$ cat config.mk
export PLATFORM = sky130hd
export DESIGN_NAME = ks_pipelined_adder
export DESIGN_NICKNAME = d
export VERILOG_FILES = /design/src/rtl/ks_adder_pkg.sv /design/src/rtl/ks_prefix_level.sv /design/src/rtl/ks_pipelined_adder.sv
export SDC_FILE = /design/constraint.sdc
export NUM_CORES = 1
export LEC_CHECK = 0
export BUFFER_PORTS_ARGS = -buffer_cell sky130_fd_sc_hd__buf_2
export CAP_MARGIN = 10
export CORE_MARGIN = 4
export CORE_UTILIZATION = 51
export CTS_BUF_LIST = sky130_fd_sc_hd__clkbuf_8 sky130_fd_sc_hd__clkbuf_16
export CTS_CLUSTER_SIZE = 30
export DETAILED_ROUTE_END_ITERATION = 6
export PLACE_DENSITY = 0.73
export RECOVER_POWER = 25
export SETUP_SLACK_MARGIN = 0.4
export SKIP_LAST_GASP = 1
export SLEW_MARGIN = 30
export SYNTH_ARGS = -nofsm -noshare
export SYNTH_HDL_FRONTEND = slang
export SYNTH_SLANG_ARGS = --single-unit
$ cat constraint.sdc
create_clock -name clk -period 5.88 [get_ports clk]
set_input_delay 1.176 -clock clk [delete_from_list [all_inputs] [get_ports clk]]
set_output_delay 1.176 -clock clk [all_outputs]
set_load 0.03 [all_outputs]
$ cat src/rtl/ks_adder_pkg.sv
// Shared types and helper functions for the Kogge-Stone pipelined adder.
package ks_adder_pkg;

    localparam int GP_MAX_W = 64;

    // Propagate/generate pair for datapaths up to GP_MAX_W bits wide.
    typedef struct packed {
        logic [GP_MAX_W-1:0] p;
        logic [GP_MAX_W-1:0] g;
    } gp_t;

    function automatic int clog2(input int v);
        int r;
        r = 0;
        for (int i = 0; i < 31; i++) begin
            if ((1 << i) < v) r = i + 1;
        end
        return r;
    endfunction

    function automatic int popcount(input logic [31:0] v);
        int n;
        n = 0;
        for (int i = 0; i < 32; i++) n += int'(v[i]);
        return n;
    endfunction

endpackage

$ cat src/rtl/ks_prefix_level.sv
// One combinational Kogge-Stone prefix level combining bit i with bit i-DIST.
module ks_prefix_level #(
    parameter int WIDTH = 19,
    parameter int DIST  = 1
) (
    input  logic [WIDTH-1:0] P_in,
    input  logic [WIDTH-1:0] G_in,
    output logic [WIDTH-1:0] P_out,
    output logic [WIDTH-1:0] G_out
);

    for (genvar i = 0; i < WIDTH; i++) begin : g_bit
        if (i >= DIST) begin : g_op
            assign G_out[i] = G_in[i] | (G_in[i-DIST] & P_in[i]);
            assign P_out[i] = P_in[i] & P_in[i-DIST];
        end else begin : g_pass
            assign G_out[i] = G_in[i];
            assign P_out[i] = P_in[i];
        end
    end

endmodule

$ cat src/rtl/ks_pipelined_adder.sv
// Parametrised Kogge-Stone adder with optional per-level registers and a global-stall handshake.
// Define KS_ADDER_SUB_EN to add the in_sub port (A - B with carry-out meaning no borrow).
module ks_pipelined_adder
    import ks_adder_pkg::*;
#(
    parameter int          WIDTH     = 19,
    parameter logic [31:0] PIPE_MASK = 32'b00100
) (
    input  logic             clk,
    input  logic             rst,
    input  logic             in_valid,
    output logic             in_ready,
    input  logic [WIDTH-1:0] in_a,
    input  logic [WIDTH-1:0] in_b,
    input  logic             in_cin,
`ifdef KS_ADDER_SUB_EN
    input  logic             in_sub,
`endif
    output logic             out_valid,
    input  logic             out_ready,
    output logic [WIDTH-1:0] out_sum,
    output logic             out_cout
);

    localparam int NLEV = clog2(WIDTH);

    logic             advance;
    logic [WIDTH-1:0] b_eff;
    logic             cin_eff;

    logic             in_vld_q;
    logic [WIDTH-1:0] a_q, b_q;
    logic             cin_q;

    logic [WIDTH-1:0] fin_p, fin_g, fin_p0;
    logic             fin_cin, fin_vld;

    logic [WIDTH:0]   carry;
    logic [WIDTH-1:0] sum_d, sum_q;
    logic             cout_d, cout_q, out_vld_q;

    // Whole pipe moves together; a held output freezes every stage.
    assign advance  = ~out_vld_q | out_ready;
    assign in_ready = advance;

`ifdef KS_ADDER_SUB_EN
    assign b_eff   = in_sub ? ~in_b : in_b;
    assign cin_eff = in_sub ? 1'b1 : in_cin;
`else
    assign b_eff   = in_b;
    assign cin_eff = in_cin;
`endif

    always_ff @(posedge clk) begin
        if (rst) begin
            in_vld_q <= 1'b0;
        end else if (advance) begin
            in_vld_q <= in_valid;
            a_q      <= in_a;
            b_q      <= b_eff;
            cin_q    <= cin_eff;
        end
    end

    for (genvar k = 0; k < NLEV; k++) begin : g_lvl
        logic [WIDTH-1:0] p_i, g_i, p0_i, p_c, g_c, p_o, g_o, p0_o;
        logic             cin_i, vld_i, cin_o, vld_o;

        if (k == 0) begin : g_first
            assign p_i   = a_q ^ b_q;
            assign g_i   = a_q & b_q;
            assign p0_i  = a_q ^ b_q;
            assign cin_i = cin_q;
            assign vld_i = in_vld_q;
        end else begin : g_next
            assign p_i   = g_lvl[k-1].p_o;
            assign g_i   = g_lvl[k-1].g_o;
            assign p0_i  = g_lvl[k-1].p0_o;
            assign cin_i = g_lvl[k-1].cin_o;
            assign vld_i = g_lvl[k-1].vld_o;
        end

        ks_prefix_level #(
            .WIDTH(WIDTH),
            .DIST (1 << k)
        ) u_lvl (
            .P_in (p_i),
            .G_in (g_i),
            .P_out(p_c),
            .G_out(g_c)
        );

        if (PIPE_MASK[k]) begin : g_reg
            logic [WIDTH-1:0] p_q, g_q, p0_q;
            logic             cin_q, vld_q;
            always_ff @(posedge clk) begin
                if (rst) begin
                    vld_q <= 1'b0;
                end else if (advance) begin
                    vld_q <= vld_i;
                    p_q   <= p_c;
                    g_q   <= g_c;
                    p0_q  <= p0_i;
                    cin_q <= cin_i;
                end
            end
            assign p_o   = p_q;
            assign g_o   = g_q;
            assign p0_o  = p0_q;
            assign cin_o = cin_q;
            assign vld_o = vld_q;
        end else begin : g_comb
            assign p_o   = p_c;
            assign g_o   = g_c;
            assign p0_o  = p0_i;
            assign cin_o = cin_i;
            assign vld_o = vld_i;
        end
    end

    if (NLEV == 0) begin : g_tail_none
        assign fin_p   = a_q ^ b_q;
        assign fin_g   = a_q & b_q;
        assign fin_p0  = a_q ^ b_q;
        assign fin_cin = cin_q;
        assign fin_vld = in_vld_q;
    end else begin : g_tail
        assign fin_p   = g_lvl[NLEV-1].p_o;
        assign fin_g   = g_lvl[NLEV-1].g_o;
        assign fin_p0  = g_lvl[NLEV-1].p0_o;
        assign fin_cin = g_lvl[NLEV-1].cin_o;
        assign fin_vld = g_lvl[NLEV-1].vld_o;
    end

    // carry[i+1] is the carry out of bit i; the group P/G already spans bits [i:0].
    assign carry  = {fin_g | (fin_p & {WIDTH{fin_cin}}), fin_cin};
    assign sum_d  = fin_p0 ^ carry[WIDTH-1:0];
    assign cout_d = carry[WIDTH];

    always_ff @(posedge clk) begin
        if (rst) begin
            out_vld_q <= 1'b0;
            sum_q     <= '0;
            cout_q    <= 1'b0;
        end else if (advance) begin
            out_vld_q <= fin_vld;
            sum_q     <= sum_d;
            cout_q    <= cout_d;
        end
    end

    assign out_valid = out_vld_q;
    assign out_sum   = sum_q;
    assign out_cout  = cout_q;

endmodule

==> results of run 1 <==
cell type report:
| type | count | area, um^2 |
|---|---|---|
| clock buffers | 17 | 414 |
| clock inverters | 14 | 166 |
| fillers | 719 | 3380 |
| inverters | 11 | 41.3 |
| multi-input cells | 229 | 1400 |
| flip-flops and latches | 119 | 3340 |
| well taps | 129 | 161 |
| repair buffers | 66 | 335 |
power by group through the flow:
stage	Clock, W	Sequential (W)	Combinational, W
6_report	0.00101	0.00102	0.000231
4_1_cts	0.00102	0.00102	0.000232
2_1_floorplan	0	0.00106	0.000123
3_3_place_gp	0	0.00103	0.000223
3_5_place_dp	0	0.00103	0.000228
5_1_grt	0.00106	0.00102	0.000254
per-layer routing:
| layer | GRT usage, % | vias up |
|---|---|---|
| met5 | 0 | - |
| met4 | 8.81 | 0 |
| met3 | 4.53 | 10 |
| met2 | 28.9 | 121 |
| met1 | 22.8 | 1498 |
| li1 | - | 1552 |
registers in the layout, summed over array words and instances (netlist names):
register,cells
out_cout,1
a_q,19
fin_p0,18
g_lvl.g_o,19
fin_vld,1
cin_q,1
b_q,19
out_valid,1
g_lvl.g_reg.p_q,19
out_sum,19
fin_cin,1
g_lvl.vld_i,1
critical path, stage by stage:
cell and delay, ns:
buf_2 0.11, nor2b_4 0.58, inv_1 0.54, buf_2 0.32
logic make-up (layout without fill, tap and decap cells):
group | Yosys count | count (layout) | synth area share [%]
flip-flops | 119 | 119 | 69.0
XOR/XNOR | 7 | 7 | 1.27
AO/OA/AOI/OAI | 85 | 85 | 10.4
buffers and inverters | 22 | 108 | 2.25
AND/OR/NAND/NOR | 117 | 117 | 12.0
adder cells (fa/ha/maj) | 20 | 20 | 5.16
worst paths after layout:
path	to	slack (ns)	depth (start not counted)
max reg2reg	b_q[3]	3.75	3
min	fin_cin	0.43	0
min reg2reg	fin_cin	0.43	0
max	in_ready	1.97	4
metrics by stage:
stage / cells / util (%) / cell area, um^2
2_1_floorplan: 370 / - / 4850
3_5_place_dp: 554 / 57.2 / 5280
5_1_grt: 585 / 63.5 / 5860
4_1_cts: 585 / 63.5 / 5860
6_report: 585 / 63.5 / 5860
3_3_place_gp: 554 / 57.2 / 5280
layout by cell type (no fill, tap or decap), types with 3 or more instances in the layout:
master and count:
nand2_1 39, a21oi_1 37, nand3_1 23, nor2_1 15, dfxtp_1 23, nand4_1 17, o211ai_1 3, bufinv_16 4
o21a_1 9, and2_1 3, nor3_1 5, o21ai_0 18, edfxtp_1 96, a21o_1 9, buf_2 64, clkbuf_16 16
ha_1 20, or4_1 8, clkinv_1 3, xor2_1 7, clkinv_2 4, inv_1 13
==> metrics.yaml, run 1 <==
cts:
  cts_root_buffer: "clkbuf_8"
  ctsResizeCount: 0
  h-tree-depth: 4
  clk_pin_slew_ns: 0.05
  postCtsSetupBuffers: 0
  clockBufferDepth: 2
  cts.sinks: 119
  cts_tree: "done"
  cts_hold_buf: 0
  cts_buffers: 17
  worstSkewPairLatency_ns: 0.51
floorplanning:
  ios: 65
  die_h_um: 105
  design.die.area_um2: 11100
  coreArea_um2: 9240
  start_util_pct: 52.4
  rows: 35
  fp.dieW_um: 105
logic_synthesis:
  ys_warn_count: 0
  synth_area_per_cell_um2: 13.1
  synthesis.nets: 433
  syn_inst: 370
  ys_seq_area_share_pct: 69.0
  synth-edff-count: 96
  synth_top_cells_by_count: "96 x edfxtp_1, 39 x nand2_1, 37 x a21oi_1"
  yosys.cell_count.top_type: "edfxtp_1"
  async_flop_share_pct: 0
  synth.largest_area_cell: "edfxtp_1"
  yosysUniqueCellTypes: 32
  synth_top_area_share_pct: 59.5
  synth_ff_type: "edfxtp_1"
  synth.area.top_cells: "edfxtp_1 59%, dfxtp_1 9.5%, ha_1 5.2%"
  ys_ff_latch: 119
  syn_area_um2: 4850
power:
  power_w: 0.00226
  power_density_nw_per_um2: 385
  power_frac_comb_pct: 10.2
  vdd_drop_max_v: 0.000211
  p_sw_w: 0.000519
  pwr-share-seq_pct: 45.0
  power_leakage_nw: 2.34
  clkPwrFrac_pct: 44.8
  p_int_w: 0.00174
  switching_share_pct: 23.0
worst_hold_path:
  holdCritStartpoint: "cin_q"
  hold_path_class: "flop to flop"
detailed_routing:
  drt-pass1-iter-count: 5
  viasPerCell: 5.44
  highest_layer: "met4"
  drtAntennaViolNets: 0
  vias: 3181
  wirelength_um: 9510
  drtIter0Drc: 277
  wl_met2_um: 4740
  wl_per_cell_um: 16.2
  met1_length_um: 4120
  drc: 0
  met3_length_um: 503
placement:
  place_congestion: 0.847
  preCtsSetupSlack_ns: 1.96
  io_buffers: 64
  hpwl_um: 6430
global_route:
  grt_pass1_wl_um: 15200
  grt_usage_pct: 18.0
  grt_pass1_vias: 3104
  grt_remaining_overflow: 0
  grt_max_degree: 37
  antenna_found_initial: 0
sta:
  tightest_slew_ns: 0.909
  hold_viol: 0
  period_minus_slack_ns: 3.91
  slew_headroom_pct: 39.2
  worst_clock_skew_ns: 0.00801
  timing.hold.ws_ns: 0.427
  fin_setup_tns_ns: 0
  setup_slack_ns: 1.97
  finalCritPeriodShare_pct: 66.5
  rsz0062_at_grt: "no"
  setup_viol: 0
  drv_slew: 0
  fmax_mhz: 256
critical_path:
  cp-start-kind: "primary input"
  endpoint_kind: "output pin"
  crit_start: "out_ready"
  criticalPathCategory: "primary input to output pin"
  worstPathArrival_ns: 2.73
  cp.required_ns: 4.70
  crit_fanout: 36
  r2r_start: "out_valid"
layout:
  antenna_cells: 0
  syn_to_final_growth_pct: 21.0
  drive_gt1_share_pct: 20.6
  nets: 507
run:
  drv_cap: 0
status:
  outcome: "completed"
(Power assumes the default switching activity.)
==> run 2, diff against run 1 <==
--- a/config.mk
+++ b/config.mk
@@ -8,11 +8,11 @@
 export BUFFER_PORTS_ARGS = -buffer_cell sky130_fd_sc_hd__buf_2
 export CAP_MARGIN = 10
 export CORE_MARGIN = 4
-export CORE_UTILIZATION = 51
+export CORE_UTILIZATION = 57
 export CTS_BUF_LIST = sky130_fd_sc_hd__clkbuf_8 sky130_fd_sc_hd__clkbuf_16
 export CTS_CLUSTER_SIZE = 30
 export DETAILED_ROUTE_END_ITERATION = 6
-export PLACE_DENSITY = 0.73
+export PLACE_DENSITY = 0.77
 export RECOVER_POWER = 25
 export SETUP_SLACK_MARGIN = 0.4
 export SKIP_LAST_GASP = 1
==> constraint.sdc (replaced) <==
create_clock -name clk -period 3.9 [get_ports clk]
set_input_delay 0.78 -clock clk [delete_from_list [all_inputs] [get_ports clk]]
set_output_delay 0.78 -clock clk [all_outputs]
set_load 0.03 [all_outputs]
==> run 2 against run 1 <==
  * Clock power up 51%
  * Largest power group unchanged
  * Cell area rose by 1.1%
  * Die area decreased by 9.7%
  * Clock-buffer cell count grew 7
==> metrics.yaml, run 2 (synthesis results as in run 1) <==
layout:
  layout_common_cells: "96 x edfxtp_1, 64 x buf_2, 39 x nand2_1"
  antenna_cells: 0
  drive_gt1_share_pct: 21.7
  finish.utilization_pct: 71.8
  nets: 510
  instances_no_fill: 565
  final_common_cell: "edfxtp_1"
  syn_to_final_growth_pct: 22.3
critical_path:
  r2r_cells: 4
  crit_slowest_cell: "nor2b_4"
  crit_path_frequent_cell: "buf_2"
  crit_chain: "buf_2, nor2b_4, inv_1, buf_2"
  worstPathArrival_ns: 1.82
  cp-start-kind: "primary input"
  endpoint_kind: "output pin"
  cp.required_ns: 3.12
  max_stage_delay_ns: 0.58
  r2r_start: "out_valid"
  rr_endpoint: "b_q[12]"
  ff2ff_setup_slack_ns: 2.03
  crit_fanout: 36
  criticalPathCategory: "primary input to output pin"
floorplanning:
  rows: 33
  ios: 65
  die_h_um: 100
  start_util_pct: 58.7
  fp.dieW_um: 100
  design.die.area_um2: 10000
  coreArea_um2: 8260
cts:
  cts.sinks: 119
  cts_tree: "done"
  clockBufferDepth: 2
  ctsResizeCount: 0
  cts_root_buffer: "clkbuf_8"
  cts_buffers: 17
  h-tree-depth: 4
  clk_pin_slew_ns: 0.05
  worstSkewPairLatency_ns: 0.51
  postCtsSetupBuffers: 0
  cts_hold_buf: 0
global_route:
  grt.met3_usage_pct: 5.98
  grt_pass1_wl_um: 15300
  grt.met1_usage_pct: 25.9
  antenna_found_initial: 0
  busiest_layer: "met2"
  grt_max_degree: 38
  grt_usage_pct: 20.1
  grt_remaining_overflow: 0
  grt_pass1_vias: 3185
  use_met2_pct: 31.5
sta:
  rsz0062_at_grt: "no"
  worst_clock_skew_ns: 0.00753
  setup_viol: 0
  finalCritPeriodShare_pct: 66.6
  hold_viol: 0
  tightest_slew_ns: 0.731
  fmax_mhz: 385
  slew_headroom_pct: 51.2
  drv_slew: 0
  fin_setup_tns_ns: 0
  period_minus_slack_ns: 2.60
detailed_routing:
  drt-pass1-iter-count: 5
  wirelength_um: 9330
  viasPerCell: 5.68
  drtIter0Drc: 230
  drc: 0
  wl_per_cell_um: 16.5
  vias: 3210
  drtAntennaViolNets: 0
run:
  drv_cap: 0
placement:
  dp_cells: 532
  place_congestion: 0.797
  hpwl_um: 6300
  io_buffers: 64
worst_hold_path:
  min_to: "fin_cin"
  whs_path_depth: 0
  holdCritStartpoint: "cin_q"
  hold_path_class: "flop to flop"
power:
  power_leakage_nw: 2.39
  vdd_drop_max_v: 0.000288
  power_density_nw_per_um2: 576
status:
  outcome: "completed"
[run 2: cell count changes in the layout (fill, tap and decap cells not counted), sizes merged]
cell	delta
inv	+2
clkinvlp	-1
bufinv	-3
clkbuf	+7
clkinv	-4
buf	+3
[run 2: area by class of cell]
type,count,area [um^2]
multi-input cells,229,1400
repair buffers,69,403
flip-flops and latches,119,3340
clock buffers,24,544
well taps,105,131
clock inverters,8,62.6
fillers,558,2330
inverters,11,41.3
[run 2: metrics by stage]
stage / worst slack (ns) / total power (W) / hold slack (ns) / instance area [um^2]
final: 1.30 / 0.00342 / 0.430 / 5930
after global routing: 1.14 / 0.00354 / 0.422 / 5930
after CTS: 1.29 / 0.00343 / 0.424 / 5900
after detailed placement: 1.30 / 0.00190 / 0.412 / 5290
after global placement: 1.34 / 0.00189 / 0.411 / 5290
after floorplan: 0.854 / 0.00178 / 0.400 / 4850
[run 2: metal layers]
layer | share of wire [%] | vias up
met5 | 0 | -
met4 | 2.2 | 0
met3 | 7.6 | 21
met2 | 48 | 129
met1 | 42 | 1491
li1 | - | 1569
[run 2: how the worst max path moves through the flow]
stage | startpoint | endpoint | slack (ns) | depth (start not counted)
floorplan | out_ready | a_q[0] | 0.85 | 5
global placement | out_ready | in_ready | 1.34 | 4
detailed placement | out_ready | in_ready | 1.30 | 4
CTS | out_valid | in_ready | 1.29 | 3
global route | out_valid | in_ready | 1.14 | 3
finish | out_ready | in_ready | 1.30 | 4
[run 2: where the power goes]
part	internal [W]	total, W	switching [W]
clock	0.00102	0.00153	0.000513
combinational	0.000125	0.000356	0.000231
sequential	0.00149	0.00153	0.0000407
total	0.00263	0.00342	0.000784
[run 2: worst max-delay path: cells and delay by family]
family	cells	cell delay [ns]
buf+inv	3	0.45
simple gates	1	0.58
